File: config.mk
export PLATFORM = sky130hd
export DESIGN_NAME = imem_arbiter
export DESIGN_NICKNAME = d
export VERILOG_FILES = /design/src/rtl/imem_arb_pkg.sv /design/src/rtl/imem_arbiter_rr_pick.sv /design/src/rtl/imem_arbiter.sv
export SDC_FILE = /design/constraint.sdc
export NUM_CORES = 1
export LEC_CHECK = 0
export CORE_ASPECT_RATIO = 1.25
export CORE_UTILIZATION = 34
export DETAILED_ROUTE_END_ITERATION = 8
export HOLD_SLACK_MARGIN = 0.02
export PLACE_DENSITY = 0.85
export SETUP_SLACK_MARGIN = 0.05
export SLEW_MARGIN = 20
export SYNTH_ARGS = -nofsm -noshare
export SYNTH_HDL_FRONTEND = slang
export SYNTH_SLANG_ARGS = --single-unit
File: constraint.sdc
create_clock -name clock -period 3.58 [get_ports clock]
set_input_delay 0.537 -clock clock [delete_from_list [all_inputs] [get_ports clock]]
set_output_delay 0.537 -clock clock [all_outputs]
set_load 0.02 [all_outputs]
File: src/rtl/imem_arb_pkg.sv
// -----------------------------------------------------------------------------
// imem_arb_pkg
// Purpose : Shared types and default constants for the instruction-memory
//           arbiter (imem_arbiter) and its round-robin picker (rr_pick).
// Contents: arb_state_t  - arbiter FSM state (IDLE, BUSY)
//           *_DEF        - default values for the arbiter parameters
// -----------------------------------------------------------------------------
package imem_arb_pkg;

    typedef enum logic {
        IDLE = 1'b0,
        BUSY = 1'b1
    } arb_state_t;

    localparam int ISIZE_DEF     = 32;
    localparam int N_PORTS_DEF   = 2;
    localparam int BURST_MAX_DEF = 4;

endpackage

File: src/rtl/imem_arbiter_rr_pick.sv
// -----------------------------------------------------------------------------
// rr_pick
// Purpose : Rotating-priority search. Returns the first set bit of i_req found
//           by scanning upward from index i_start with wrap-around.
// Ports   : i_req    [N-1:0]  request vector
//           i_start  [IW-1:0] index with highest priority (must be < N)
//           o_winner [N-1:0]  one-hot winner (all zeros when no request)
//           o_valid           at least one request present
// -----------------------------------------------------------------------------
module rr_pick #(
    parameter int N  = 2,
    parameter int IW = 1
) (
    input  logic [N-1:0]  i_req,
    input  logic [IW-1:0] i_start,
    output logic [N-1:0]  o_winner,
    output logic          o_valid
);

    logic [2*N-1:0] w_dbl;
    logic [2*N-1:0] w_back;
    logic [N-1:0]   w_rot;
    logic [N-1:0]   w_lsb;

    // Rotate so i_start lands on bit 0, isolate the lowest set bit, then
    // rotate back. The doubled vector makes the shifts behave as rotates.
    assign w_dbl    = {i_req, i_req} >> i_start;
    assign w_rot    = w_dbl[N-1:0];
    assign w_lsb    = w_rot & (~w_rot + 1'b1);
    assign w_back   = {w_lsb, w_lsb} << i_start;
    assign o_winner = w_back[2*N-1:N];
    assign o_valid  = |i_req;

endmodule

File: src/rtl/imem_arbiter.sv
// -----------------------------------------------------------------------------
// imem_arbiter
// Purpose : Shares one combinational instruction-memory read port among
//           N_PORTS fetch requesters. Round-robin between owners, with an
//           owner allowed up to BURST_MAX back-to-back fetches.
// Ports   : clock, nReset      rising-edge clock, async active-low reset
//           req   [N_PORTS]    fetch request per port (held until gnt)
//           addr  [N_PORTS][Isize] fetch byte address per port
//           gnt   [N_PORTS]    one-hot grant, combinational
//           rvalid[N_PORTS]    one-hot response valid, one cycle after gnt
//           rdata [Isize]      registered instruction, shared by all ports
//           mem_addr [Isize]   address to instruction memory (0 when idle)
//           mem_instr[Isize]   combinational read data from memory
// Option  : IMEM_ARB_STATS_EN adds grant_cnt[N_PORTS][16], saturating
//           per-port grant counters.
// -----------------------------------------------------------------------------
module imem_arbiter
    import imem_arb_pkg::*;
#(
    parameter int Isize     = ISIZE_DEF,
    parameter int N_PORTS   = N_PORTS_DEF,
    parameter int BURST_MAX = BURST_MAX_DEF
) (
    input  logic                            clock,
    input  logic                            nReset,
    input  logic [N_PORTS-1:0]              req,
    input  logic [N_PORTS-1:0][Isize-1:0]   addr,
    output logic [N_PORTS-1:0]              gnt,
    output logic [N_PORTS-1:0]              rvalid,
    output logic [Isize-1:0]                rdata,
    output logic [Isize-1:0]                mem_addr,
    input  logic [Isize-1:0]                mem_instr
`ifdef IMEM_ARB_STATS_EN
    ,
    output logic [N_PORTS-1:0][15:0]        grant_cnt
`endif
);

    localparam int IW = (N_PORTS > 1) ? $clog2(N_PORTS) : 1;

    arb_state_t         r_state;
    arb_state_t         w_state_nxt;
    logic [IW-1:0]      r_owner;
    logic [IW-1:0]      r_rr_ptr;
    logic [3:0]         r_bcnt;
    logic               r_armed;

    logic [IW-1:0]      w_owner_inc;
    logic [IW-1:0]      w_start;
    logic [IW-1:0]      w_gnt_idx;
    logic [N_PORTS-1:0] w_owner_oh;
    logic [N_PORTS-1:0] w_pick;
    logic [N_PORTS-1:0] w_gnt;
    logic               w_pick_vld;
    logic               w_keep;

    // r_armed is cleared by reset and set on the first edge with nReset high,
    // so no grant can appear before that edge even if reset releases mid-cycle.
    assign w_owner_inc = (r_owner == IW'(N_PORTS - 1)) ? '0 : r_owner + 1'b1;
    assign w_keep      = r_armed && (r_state == BUSY) && req[r_owner] &&
                         (r_bcnt < 4'(BURST_MAX));
    // On release the search starts just past the owner, which leaves the
    // previous owner last in priority order.
    assign w_start     = (r_state == BUSY) ? w_owner_inc : r_rr_ptr;
    assign w_owner_oh  = {{(N_PORTS-1){1'b0}}, 1'b1} << r_owner;

    rr_pick #(
        .N  (N_PORTS),
        .IW (IW)
    ) u_rr_pick (
        .i_req    (req),
        .i_start  (w_start),
        .o_winner (w_pick),
        .o_valid  (w_pick_vld)
    );

    // FSM: state register
    always_ff @(posedge clock or negedge nReset) begin
        if (!nReset) r_state <= IDLE;
        else         r_state <= w_state_nxt;
    end

    // FSM: next state
    always_comb begin
        w_state_nxt = r_state;
        case (r_state)
            IDLE: if (r_armed && w_pick_vld)  w_state_nxt = BUSY;
            BUSY: if (!w_keep && !w_pick_vld) w_state_nxt = IDLE;
            default:                          w_state_nxt = IDLE;
        endcase
    end

    // FSM: outputs
    always_comb begin
        w_gnt = '0;
        if (r_armed) begin
            if (w_keep)          w_gnt = w_owner_oh;
            else if (w_pick_vld) w_gnt = w_pick;
        end
    end

    always_comb begin
        w_gnt_idx = '0;
        for (int i = 0; i < N_PORTS; i++)
            if (w_gnt[i]) w_gnt_idx = IW'(i);
    end

    assign gnt      = w_gnt;
    assign mem_addr = (|w_gnt) ? addr[w_gnt_idx] : '0;

    always_ff @(posedge clock or negedge nReset) begin
        if (!nReset) begin
            r_armed  <= 1'b0;
            r_owner  <= '0;
            r_rr_ptr <= '0;
            r_bcnt   <= '0;
            rvalid   <= '0;
            rdata    <= '0;
        end else begin
            r_armed <= 1'b1;
            rvalid  <= w_gnt;
            if (|w_gnt) begin
                rdata <= mem_instr;
                if (w_keep) begin
                    r_bcnt <= r_bcnt + 4'd1;
                end else begin
                    r_owner <= w_gnt_idx;
                    r_bcnt  <= 4'd1;
                end
            end
            if ((r_state == BUSY) && !w_keep)
                r_rr_ptr <= w_owner_inc;
        end
    end

`ifdef IMEM_ARB_STATS_EN
    for (genvar g = 0; g < N_PORTS; g++) begin : g_stats
        always_ff @(posedge clock or negedge nReset) begin
            if (!nReset)
                grant_cnt[g] <= '0;
            else if (w_gnt[g] && (grant_cnt[g] != 16'hFFFF))
                grant_cnt[g] <= grant_cnt[g] + 16'd1;
        end
    end
`endif

endmodule

==> results.md <==
- Routed len/inst: 18.0 um
- Worst-Margin Slew: 0.936 ns
- Top post-synthesis cells by area: dfrtp_1 53%, mux2_2 18%, a22o_1 15%, buf_6 2.3%, buf_2 1.5%
- Clock transition at path regs: 0.08 ns
- Initial antenna violation count: 0
- Yosys reg bits: 42
- Type of the tightest min-delay check: in2async
- Remaining global-route overflow: 0
- Number of antenna diodes: 0
- CTS Sinks: 42
- H-tree Lvls: 2
- Clock power frac: 21.0%
- Logic pwr share: 40.2%
- Fin Clk Skew: 0.00518 ns
- Initial Util: 35.8%
- Fmax achieved: 0.302 GHz
- Clock Root Buffer: clkbuf_8
- Peak supply drop: 315 uV
- Mapped Nets: 247
- First-pass GRT wire length: 10100 um
- Total die area: 0.00612 sq mm
- Worst-case clock buffer depth: 2
- First DRT Iteration DRCs: 88
- CP max FO: 25
- Flop pwr share: 38.8%
- Final Hold Fails: 0
- CP Class: reg2out
- NetSw: 0.456 mW
- Design area: 0.00375 sq mm
- DRT Pass-1 Iters: 4
- Layout cells sized above 1: 17.7%
- Setup TNS: 0 ns
- Total routing usage reported by global routing: 22.2%
- P_leak: 1.56 nW
- Max-Cap Viols: 0
- Synth Instances: 146
- CP Data Required Time: 3.04 ns
- Minimum clock period: 3.31 ns
- DRT antenna net count: 0
- Synth top area share: 53.2%
- Routed vias/inst: 5.06
- TritonCTS clock tree: built
- RSZ-0062 raised after global routing: no
- Postcts setup bufs: 0
- Largest net degree at the start of global routing: 43
- Hold buffers post-CTS: 0
- Area delta synth->final: 89.7%
- Synth area leader: dfrtp_1
- Total number of vias: 1899
- PostCTS Resize Cnt: 0
- Most frequent cells in the layout: 159 x clkdlybuf4s50_1, 42 x dfrtp_1, 34 x a22o_1
- Vias in the first global route: 1983
- Sw Ratio: 30.8%
- Cell-internal power: 1.03 mW
- Placed cell areas: 0.00365 sq mm
- CORE AREA: 0.00552 sq mm
- # fillers: 432
- Die Width: 70.2 um
- Port-buffer cells: 167
- IO Pins: 168
- Remaining DRCs: 0
- Sequential-to-total area share from yosys stat: 53.2%
- Post-DP HPWL: 5320 um
- Share of the clock period used by the worst path: 92.3%
- Commonest non-fill, non-tap cell in the layout: clkdlybuf4s50_1
- Total Power: 1.48 mW
- CP arrival: 2.77 ns
- Relative slew slack: 37.6%
- Pwr dens: 396 mW/mm^2
- Crit start category: flop
- CTS Buf Count: 5
- Fin. max-slew vios: 0
- Final GP Congestion: 0.760
- Post-synth cell types: 26
- Post-Syn Area per Cell: 13.5 sq um
- Reg2reg setup slack: 1.69 ns
- Crit. End Element: output pin
- Syn Std Cell Area: 0.00198 sq mm
- Finish-stage setup viols: 0
- Synth warn: 0
- Clock latency on the worst-skew pair: 0.28 ns
- DIE HEIGHT: 87.2 um
- Num rows: 30
- Outcome: complete, no violations
- DRT Wirelength: 6760 um
- Final net count: 411
-- power by group through the flow --
stage               sequential, mW  clock (mW)  combinational [mW]
floorplan                    0.641           0               0.216
global placement             0.581           0               0.592
detailed placement           0.586           0               0.600
CTS                          0.576       0.328               0.603
global route                 0.585       0.349               0.629
finish                       0.576       0.311               0.596
-- cell usage after synthesis --
| cell | number |
|---|---|
| buf_1 | 1 |
| and2_1 | 1 |
| a21o_1 | 1 |
| buf_2 | 6 |
| a31oi_2 | 1 |
| nand3b_1 | 1 |
| dfrtp_1 | 42 |
| nand2_1 | 3 |
| o21ai_0 | 3 |
| a22o_1 | 34 |
| mux2i_1 | 2 |
| xor2_1 | 1 |
| mux2_2 | 32 |
| or3b_1 | 1 |
| conb_1 | 1 |
| buf_4 | 2 |
| inv_1 | 1 |
| buf_6 | 4 |
| nor3b_1 | 1 |
| a32o_1 | 1 |
| ha_1 | 1 |
| nand3_1 | 1 |
| o21ai_1 | 1 |
| clkbuf_1 | 2 |
| o2111a_1 | 1 |
| o22a_1 | 1 |
-- sequential cells by signal (all words and copies together) (netlist names) --
signal / cells
r_bcnt: 4
rdata: 32
r_armed: 1
r_owner: 1
r_state: 1
rvalid: 2
r_rr_ptr: 1
-- logic make-up after synthesis --
| family | Yosys count | synth area share (%) |
|---|---|---|
| adders and majority gates | 1 | 0.633 |
| AOI/OAI and AO/OA | 43 | 18.6 |
| xor gates and xnor gates | 1 | 0.443 |
| and+or+nand+nor | 8 | 2.34 |
| DFF | 42 | 53.2 |
| other | 1 | 0.190 |
| buffers and inverters | 16 | 5.32 |
| muxes | 34 | 19.3 |
-- layout make-up --
type                    instances  area, sq um  area share, %
multi-input cells              88          831           22.2
repair buffers                172         1690           45.0
well taps                      64         80.1           2.14
clock inverters                 2         12.5          0.334
flip-flops and latches         42         1050           28.0
inverters                       1         3.75          0.100
clock buffers                   6         82.6           2.20
-- critical path, cell delays in order, from the launching register on --
cell	delay, ns
dfrtp_1	0.51
or3b_1	0.47
xor2_1	0.19
a31oi_2	0.21
buf_4	0.29
a22o_1	0.19
clkdlybuf4s50_1	0.62
-- layer usage --
| metal | routed length [um] | vias to the layer above | track usage, % |
|---|---|---|---|
| met2 | 3340 | 123 | 39.3 |
| met4 | 59 | 0 | 5.64 |
| met5 | 0 | - | 0 |
| met1 | 2480 | 900 | 23.8 |
| met3 | 882 | 4 | 10.4 |
| li1 | - | 872 | - |
-- final timing paths --
kind                               end      start  cells after the start
max                        mem_addr[9]    r_armed                      6
min reg2reg                  r_bcnt[0]  r_bcnt[0]                      1
min in group clock           r_bcnt[0]  r_bcnt[0]                      1
max reg2reg                    r_owner    r_armed                      5
max in group asynchronous     rdata[3]     nReset                      1
min                          rdata[19]     nReset                      1
-- metrics by stage --
| stage | worst slack (ns) | instances | hold WS (ns) | utilization, % |
|---|---|---|---|---|
| 4_1_cts | 0.246 | 375 | 0.414 | 67.9 |
| 6_report | 0.274 | 375 | 0.391 | 67.9 |
| 2_1_floorplan | 1.16 | 146 | 0.241 | - |
| 3_3_place_gp | 0.394 | 367 | 0.467 | 66.2 |
| 5_1_grt | 0.156 | 375 | 0.456 | 67.9 |
| 3_5_place_dp | 0.363 | 367 | 0.475 | 66.2 |
No activity file was read; power rests on OpenSTA's default activity.
